==> config.mk <==
export PLATFORM = sky130hd
export DESIGN_NAME = stonyman_scan_sequencer
export DESIGN_NICKNAME = d
export VERILOG_FILES = /design/src/rtl/stonyman_scan_sequencer.sv
export SDC_FILE = /design/constraint.sdc
export NUM_CORES = 1
export LEC_CHECK = 0
export CAP_MARGIN = 0
export CORE_MARGIN = 8
export CORE_UTILIZATION = 40
export CTS_CLUSTER_DIAMETER = 80
export CTS_CLUSTER_SIZE = 14
export DETAILED_ROUTE_END_ITERATION = 10
export GPL_TIMING_DRIVEN = 0
export PLACE_DENSITY = 0.59
export RECOVER_POWER = 100
export SLEW_MARGIN = 10
export SYNTH_ARGS = -nofsm -noshare
export SYNTH_HDL_FRONTEND = slang
export SYNTH_SLANG_ARGS = --single-unit
==> constraint.sdc <==
create_clock -name clk -period 9.6 [get_ports clk]
set_input_delay 1.92 -clock clk [delete_from_list [all_inputs] [get_ports clk]]
set_output_delay 1.92 -clock clk [all_outputs]
set_load 0.1 [all_outputs]
==> src/rtl/stonyman_scan_sequencer.sv <==
// Stonyman frame scan sequencer.
//
// Walks a rows x cols pixel window one pixel at a time. For the first
// pixel of each row the Stonyman ROWSEL/COLSEL registers are reprogrammed
// from scratch with pulses on resp/incp/resv/incv. Each later pixel of the
// row needs a single incv pulse. After every address change the block waits
// for the settle time, then asks the ADC controller to capture. It moves on
// as soon as the ADC reports end of track, so the next address change
// overlaps the conversion.
//
// Ports:
//   clk, reset               clock, synchronous active-high reset
//   frame_start              start a frame scan (ignored while busy)
//   abort                    stop the scan on the next edge
//   num_rows, num_cols       window size, sampled on an accepted frame_start
//   settle_counts            settle cycles after an address change (0 acts as 1)
//   adc_capture_done         ADC controller has finished tracking the pixel
//   adc_capture_start        one-cycle capture request
//   resp/incp/resv/incv      Stonyman control pulses
//   busy, frame_done         scan status
//   cur_row, cur_col         pixel currently addressed
module stonyman_scan_sequencer #(
    parameter int PULSE_CYCLES = 2,
    parameter int MAX_DIM      = 112
) (
    input  logic       clk,
    input  logic       reset,
    input  logic       frame_start,
    input  logic       abort,
    input  logic [6:0] num_rows,
    input  logic [6:0] num_cols,
    input  logic [7:0] settle_counts,
    input  logic       adc_capture_done,
    output logic       adc_capture_start,
    output logic       resp,
    output logic       incp,
    output logic       resv,
    output logic       incv,
    output logic       busy,
    output logic       frame_done,
    output logic [6:0] cur_row,
    output logic [6:0] cur_col
);

    localparam int PW = $clog2(2 * PULSE_CYCLES + 1);
    localparam logic [PW-1:0] PHASE_HI   = PW'(PULSE_CYCLES);
    localparam logic [PW-1:0] PHASE_LAST = PW'(2 * PULSE_CYCLES - 1);
    localparam logic [6:0]    DIM_MAX    = 7'(MAX_DIM);

    typedef enum logic [2:0] {
        S_IDLE,
        S_ROW_SETUP,
        S_SETTLE,
        S_CAPTURE,
        S_WAIT_DONE,
        S_COL_STEP
    } state_t;

    state_t        state_reg, state_next;
    logic [PW-1:0] phase_reg, phase_next;      // position inside one pulse (high then low)
    logic [7:0]    step_reg, step_next;        // pulse index inside ROW_SETUP
    logic [7:0]    settle_reg, settle_next;
    logic [6:0]    rows_reg, rows_next;
    logic [6:0]    cols_reg, cols_next;
    logic [6:0]    cur_row_reg, cur_row_next;
    logic [6:0]    cur_col_reg, cur_col_next;
    logic [3:0]    line_reg, line_next;        // {resp, incp, resv, incv}
    logic          start_reg, start_next;
    logic          busy_reg, busy_next;
    logic          frame_done_reg, frame_done_next;

    logic [6:0]    rows_clamped, cols_clamped;
    logic [7:0]    settle_last;
    logic [7:0]    step_last_cur, step_last_next;

    assign rows_clamped = (num_rows > DIM_MAX) ? DIM_MAX : num_rows;
    assign cols_clamped = (num_cols > DIM_MAX) ? DIM_MAX : num_cols;
    assign settle_last  = (settle_counts == 8'd0) ? 8'd0 : settle_counts - 8'd1;

    // Row programming is resp, incp, resv, incv x row, resp, resv:
    // the final pulse index is row + 4.
    assign step_last_cur  = {1'b0, cur_row_reg} + 8'd4;
    assign step_last_next = {1'b0, cur_row_next} + 8'd4;

    always_ff @(posedge clk) begin
        if (reset) begin
            state_reg      <= S_IDLE;
            phase_reg      <= '0;
            step_reg       <= '0;
            settle_reg     <= '0;
            rows_reg       <= '0;
            cols_reg       <= '0;
            cur_row_reg    <= '0;
            cur_col_reg    <= '0;
            line_reg       <= '0;
            start_reg      <= 1'b0;
            busy_reg       <= 1'b0;
            frame_done_reg <= 1'b0;
        end else begin
            state_reg      <= state_next;
            phase_reg      <= phase_next;
            step_reg       <= step_next;
            settle_reg     <= settle_next;
            rows_reg       <= rows_next;
            cols_reg       <= cols_next;
            cur_row_reg    <= cur_row_next;
            cur_col_reg    <= cur_col_next;
            line_reg       <= line_next;
            start_reg      <= start_next;
            busy_reg       <= busy_next;
            frame_done_reg <= frame_done_next;
        end
    end

    always_comb begin
        state_next      = state_reg;
        phase_next      = phase_reg;
        step_next       = step_reg;
        settle_next     = settle_reg;
        rows_next       = rows_reg;
        cols_next       = cols_reg;
        cur_row_next    = cur_row_reg;
        cur_col_next    = cur_col_reg;
        frame_done_next = 1'b0;
        line_next       = 4'b0000;

        case (state_reg)
            S_IDLE: begin
                if (frame_start && !abort) begin
                    rows_next    = rows_clamped;
                    cols_next    = cols_clamped;
                    cur_row_next = '0;
                    cur_col_next = '0;
                    phase_next   = '0;
                    step_next    = '0;
                    // An empty window completes at once without touching the sensor.
                    if (rows_clamped == 7'd0 || cols_clamped == 7'd0) begin
                        frame_done_next = 1'b1;
                    end else begin
                        state_next = S_ROW_SETUP;
                    end
                end
            end
            S_ROW_SETUP: begin
                if (phase_reg == PHASE_LAST) begin
                    phase_next = '0;
                    if (step_reg == step_last_cur) begin
                        state_next  = S_SETTLE;
                        settle_next = '0;
                    end else begin
                        step_next = step_reg + 8'd1;
                    end
                end else begin
                    phase_next = phase_reg + 1'b1;
                end
            end
            S_SETTLE: begin
                if (settle_reg >= settle_last) begin
                    state_next = S_CAPTURE;
                end else begin
                    settle_next = settle_reg + 8'd1;
                end
            end
            S_CAPTURE: begin
                state_next = S_WAIT_DONE;
            end
            S_WAIT_DONE: begin
                if (adc_capture_done) begin
                    if (cur_col_reg + 7'd1 < cols_reg) begin
                        cur_col_next = cur_col_reg + 7'd1;
                        phase_next   = '0;
                        state_next   = S_COL_STEP;
                    end else if (cur_row_reg + 7'd1 < rows_reg) begin
                        cur_row_next = cur_row_reg + 7'd1;
                        cur_col_next = '0;
                        phase_next   = '0;
                        step_next    = '0;
                        state_next   = S_ROW_SETUP;
                    end else begin
                        frame_done_next = 1'b1;
                        state_next      = S_IDLE;
                    end
                end
            end
            S_COL_STEP: begin
                if (phase_reg == PHASE_LAST) begin
                    state_next  = S_SETTLE;
                    settle_next = '0;
                end else begin
                    phase_next = phase_reg + 1'b1;
                end
            end
            default: begin
                state_next = S_IDLE;
            end
        endcase

        // Abort drops everything except the last addressed pixel.
        if (abort && state_reg != S_IDLE) begin
            state_next      = S_IDLE;
            frame_done_next = 1'b0;
            cur_row_next    = cur_row_reg;
            cur_col_next    = cur_col_reg;
        end

        // Outputs are decoded from the next state so they line up with it.
        if (state_next == S_ROW_SETUP && phase_next < PHASE_HI) begin
            if (step_next == 8'd0) begin
                line_next = 4'b1000;
            end else if (step_next == 8'd1) begin
                line_next = 4'b0100;
            end else if (step_next == 8'd2) begin
                line_next = 4'b0010;
            end else if (step_next == step_last_next) begin
                line_next = 4'b0010;
            end else if (step_next == step_last_next - 8'd1) begin
                line_next = 4'b1000;
            end else begin
                line_next = 4'b0001;
            end
        end else if (state_next == S_COL_STEP && phase_next < PHASE_HI) begin
            line_next = 4'b0001;
        end

        start_next = (state_next == S_CAPTURE);
        busy_next  = (state_next != S_IDLE);
    end

    assign {resp, incp, resv, incv} = line_reg;
    assign adc_capture_start        = start_reg;
    assign busy                     = busy_reg;
    assign frame_done               = frame_done_reg;
    assign cur_row                  = cur_row_reg;
    assign cur_col                  = cur_col_reg;

endmodule
==> summary.txt <==
Status - finished, final reports clean
Leakage - 0.00204 uW
Top FF cell, synth - dfxtp_1
Max Clock Skew - 0.0105 ns
Initial Utilization - 41.3%
Final cell count without fillers - 751
Drt initial violations - 209
Largest cells by area after synthesis - dfxtp_1 (27%), ha_1 (8.5%), nand2_1 (5.0%)
Largest net degree at the start of global routing - 11
Slowest stage delay, CP - 0.75 ns
PostCTS Resize Cnt - 0
Layout Utilization - 49.0%
Fillers - 1053
Yosys top cell by area - dfxtp_1
Worst-Margin Slew - 1.05 ns
Root Buffer - clkbuf_8
Total chip power - 559 uW
RSZ-0062 raised after global routing - no
Crit path time final - 6.74 ns
Core Area - 0.0104 mm^2
Max FO, Critical Path - 7
Worst slew margin - 29.3%
FP Rows - 37
CTS Buf Count - 9
Fmax achieved - 148 MHz
Post-synthesis xor/xnor area fraction - 6.75%
Setup TNS - 0 ns
Fin. max-slew vios - 0
Layout cells sized above 1 - 6.18%
Required time of the critical path - 9.87 ns
Die W - 119 um
Clk_lat worst skew - 0.34 ns
Syn Nets - 610
Post-synth top area share - 26.7%
Vias in the first global route - 4145
Die Ht - 119 um
Most common cell on crit path - a21o_1
Simple-Gate Fraction of Synth Area - 29.0%
TritonRoute pass-1 iters - 5
First-pass GRT wire length - 20.2 mm
Worst EP arrival - 7.01 ns
Hold buffer count at CTS - 0
Synthesized instance count - 554
Vias per cell - 5.72
Antenna-violating nets left - 0
Crit path buf inv count - 2
Drt wl/cell - 16.1 um
Area growth syn-to-layout - 18.7%
Routability congestion estimate from global placement - 0.893
Antenna violations before repair - 0
Post-DP HPWL - 9.54 mm
MaxCap Viol Count - 0
Port Buf Inserts - 45
Die area - 0.0143 mm^2
I/O pin cnt - 48
Distinct cells, synth - 75
Slowest CP cell - o21ai_0
Htree depth - 3
Post-route DRC - 0
Setup Fix Bufs, Post-CTS - 0
Post-synthesis mux area share - 0.936%
Critical-path cell list - dlygate4sd3_1 -> inv_1 -> ha_1 -> nor2b_1 -> nand3b_1 -> or3_1 -> and2_1 -> ha_1 -> nand2b_1 -> a21o_1 -> a21o_1 -> a21o_1 -> a21o_1 -> a2111oi_0 -> nor2_1 -> o21ai_0 -> nand2_1 -> or3_1 -> a21oi_1
Yosys warning total - 0
Async SR Flop Fraction - 0%
Clock slew at reported path FFs - 0.07 ns
VDD IR max - 0.0000720 V
Vias - 4294
Largest family of logic cells by synthesized area - simple AND/OR/NAND/NOR gates
Layout net count - 666
Sequential cell area - 0.00114 mm^2
Multi-input logic area - 0.00292 mm^2
Post-synth EDFFs - 0
Crit path kind - in -> reg
Final period util - 70.2%
Yosys reg bits - 57
Seq/Total Area, Yosys - 26.7%
Crit start category - input port
Gr usage total - 17.0%
Adder-Cell Fraction of Synth Area - 8.48%
Max Root-Sink Buffers - 2
Syn_area_per_cell - 7.72 um^2
# diodes - 0
TritonCTS clock tree - done
Delay-heaviest family, CP - compound AO/OA/AOI/OAI gates
Final Hold Fails - 0
Synth cell count leaders - dfxtp_1 (57), nand2_1 (57), nor2_1 (52)
Synth Area in Compound Gates - 23.4%
TritonCTS Sinks - 57
CP Capture Type - flip-flop
Final setup violation count - 0
GRT overflow - 0
Final WL - 12.1 mm
Hold crit path type - reg -> reg
Worst hold slack - 0.455 ns
Pwr/cell area - 110 mW/mm^2
Synthesized cell area - 0.00428 mm^2
Placed insts - 735
==> worst paths after layout <==
check	slack, ns	cells after the start	from	endpoint
setup / recovery	2.86	19	settle_counts[0]	settle_reg[5]
hold / removal	0.46	2	rows_reg[2]	rows_reg[2]
setup reg to reg	3.96	19	cur_row[3]	line_reg[0]
hold reg to reg	0.46	2	rows_reg[2]	rows_reg[2]
==> power by group <==
group | internal (uW) | total, uW | leakage [uW] | switching [uW]
logic | 31.3 | 87.4 | 0.00148 | 56.1
clock network | 126 | 229 | 0.0000953 | 103
registers | 241 | 243 | 0.000461 | 2.50
==> metal layers <==
metal / vias up / wire length [um] / track usage (%)
met5: - / 0 / 0
met4: 0 / 354 / 7.49
li1: 2142 / - / -
met1: 2023 / 5660 / 21.6
met2: 104 / 5650 / 27.7
met3: 25 / 459 / 2.69
==> layout make-up <==
class                           count  area share, %
Clock buffer                       11           2.78
Multi-Input combinational cell    446           57.4
Buffer                             24           2.04
Tap cell                          136           3.35
Inverter                           27           2.00
Sequential cell                    57           22.5
Timing Repair Buffer               45           8.87
Clock inverter                      5           1.08
==> worst register-to-register path: cells and delay by family (launching register included) <==
kind / cells / cell delay, ns
xor gates and xnor gates: 2 / 0.47
AOI/OAI and AO/OA: 6 / 1.54
DFF: 1 / 0.50
adders and majority gates: 3 / 1.05
buffers and inverters: 2 / 0.29
and+or+nand+nor: 6 / 1.68
==> per-stage QoR <==
step / cell area [um^2] / worst slack, ns
5_1_grt: 5080 / 2.41
6_report: 5080 / 2.86
3_5_place_dp: 4900 / 2.92
3_3_place_gp: 4900 / 3.07
2_1_floorplan: 4280 / 3.98
4_1_cts: 5100 / 3.26
==> layout by cell type (no fill, tap or decap), types with 4 or more instances in the layout <==
| cell type | n |
|---|---|
| nor2_1 | 52 |
| nand4_1 | 12 |
| nand2b_1 | 7 |
| dlygate4sd3_1 | 24 |
| ha_1 | 29 |
| o21a_1 | 4 |
| a31oi_1 | 13 |
| dfxtp_1 | 57 |
| or3_1 | 5 |
| xor2_1 | 19 |
| clkbuf_8 | 10 |
| a211oi_1 | 4 |
| a21boi_0 | 5 |
| nand3_1 | 25 |
| clkdlybuf4s50_1 | 21 |
| a21oi_1 | 41 |
| nor2b_1 | 12 |
| or2_2 | 5 |
| a32o_1 | 4 |
| inv_1 | 27 |
| a22oi_1 | 7 |
| mux2i_1 | 4 |
| nand3b_1 | 6 |
| nand2_1 | 57 |
| a21o_1 | 6 |
| o21ai_0 | 18 |
| and3_1 | 14 |
| clkbuf_1 | 20 |
| xnor2_1 | 14 |
| nor3_1 | 14 |
| nor4_1 | 6 |
==> cell families (layout without fill, tap and decap cells) <==
kind of cell | after synthesis | count (layout)
flip-flops | 57 | 57
multiplexers | 4 | 4
AND/OR/NAND/NOR | 239 | 239
adder cells (fa/ha/maj) | 29 | 29
buffers and inverters | 51 | 112
AO/OA/AOI/OAI | 141 | 141
XOR/XNOR | 33 | 33
Note: power is estimated with default switching activity, not from simulation.
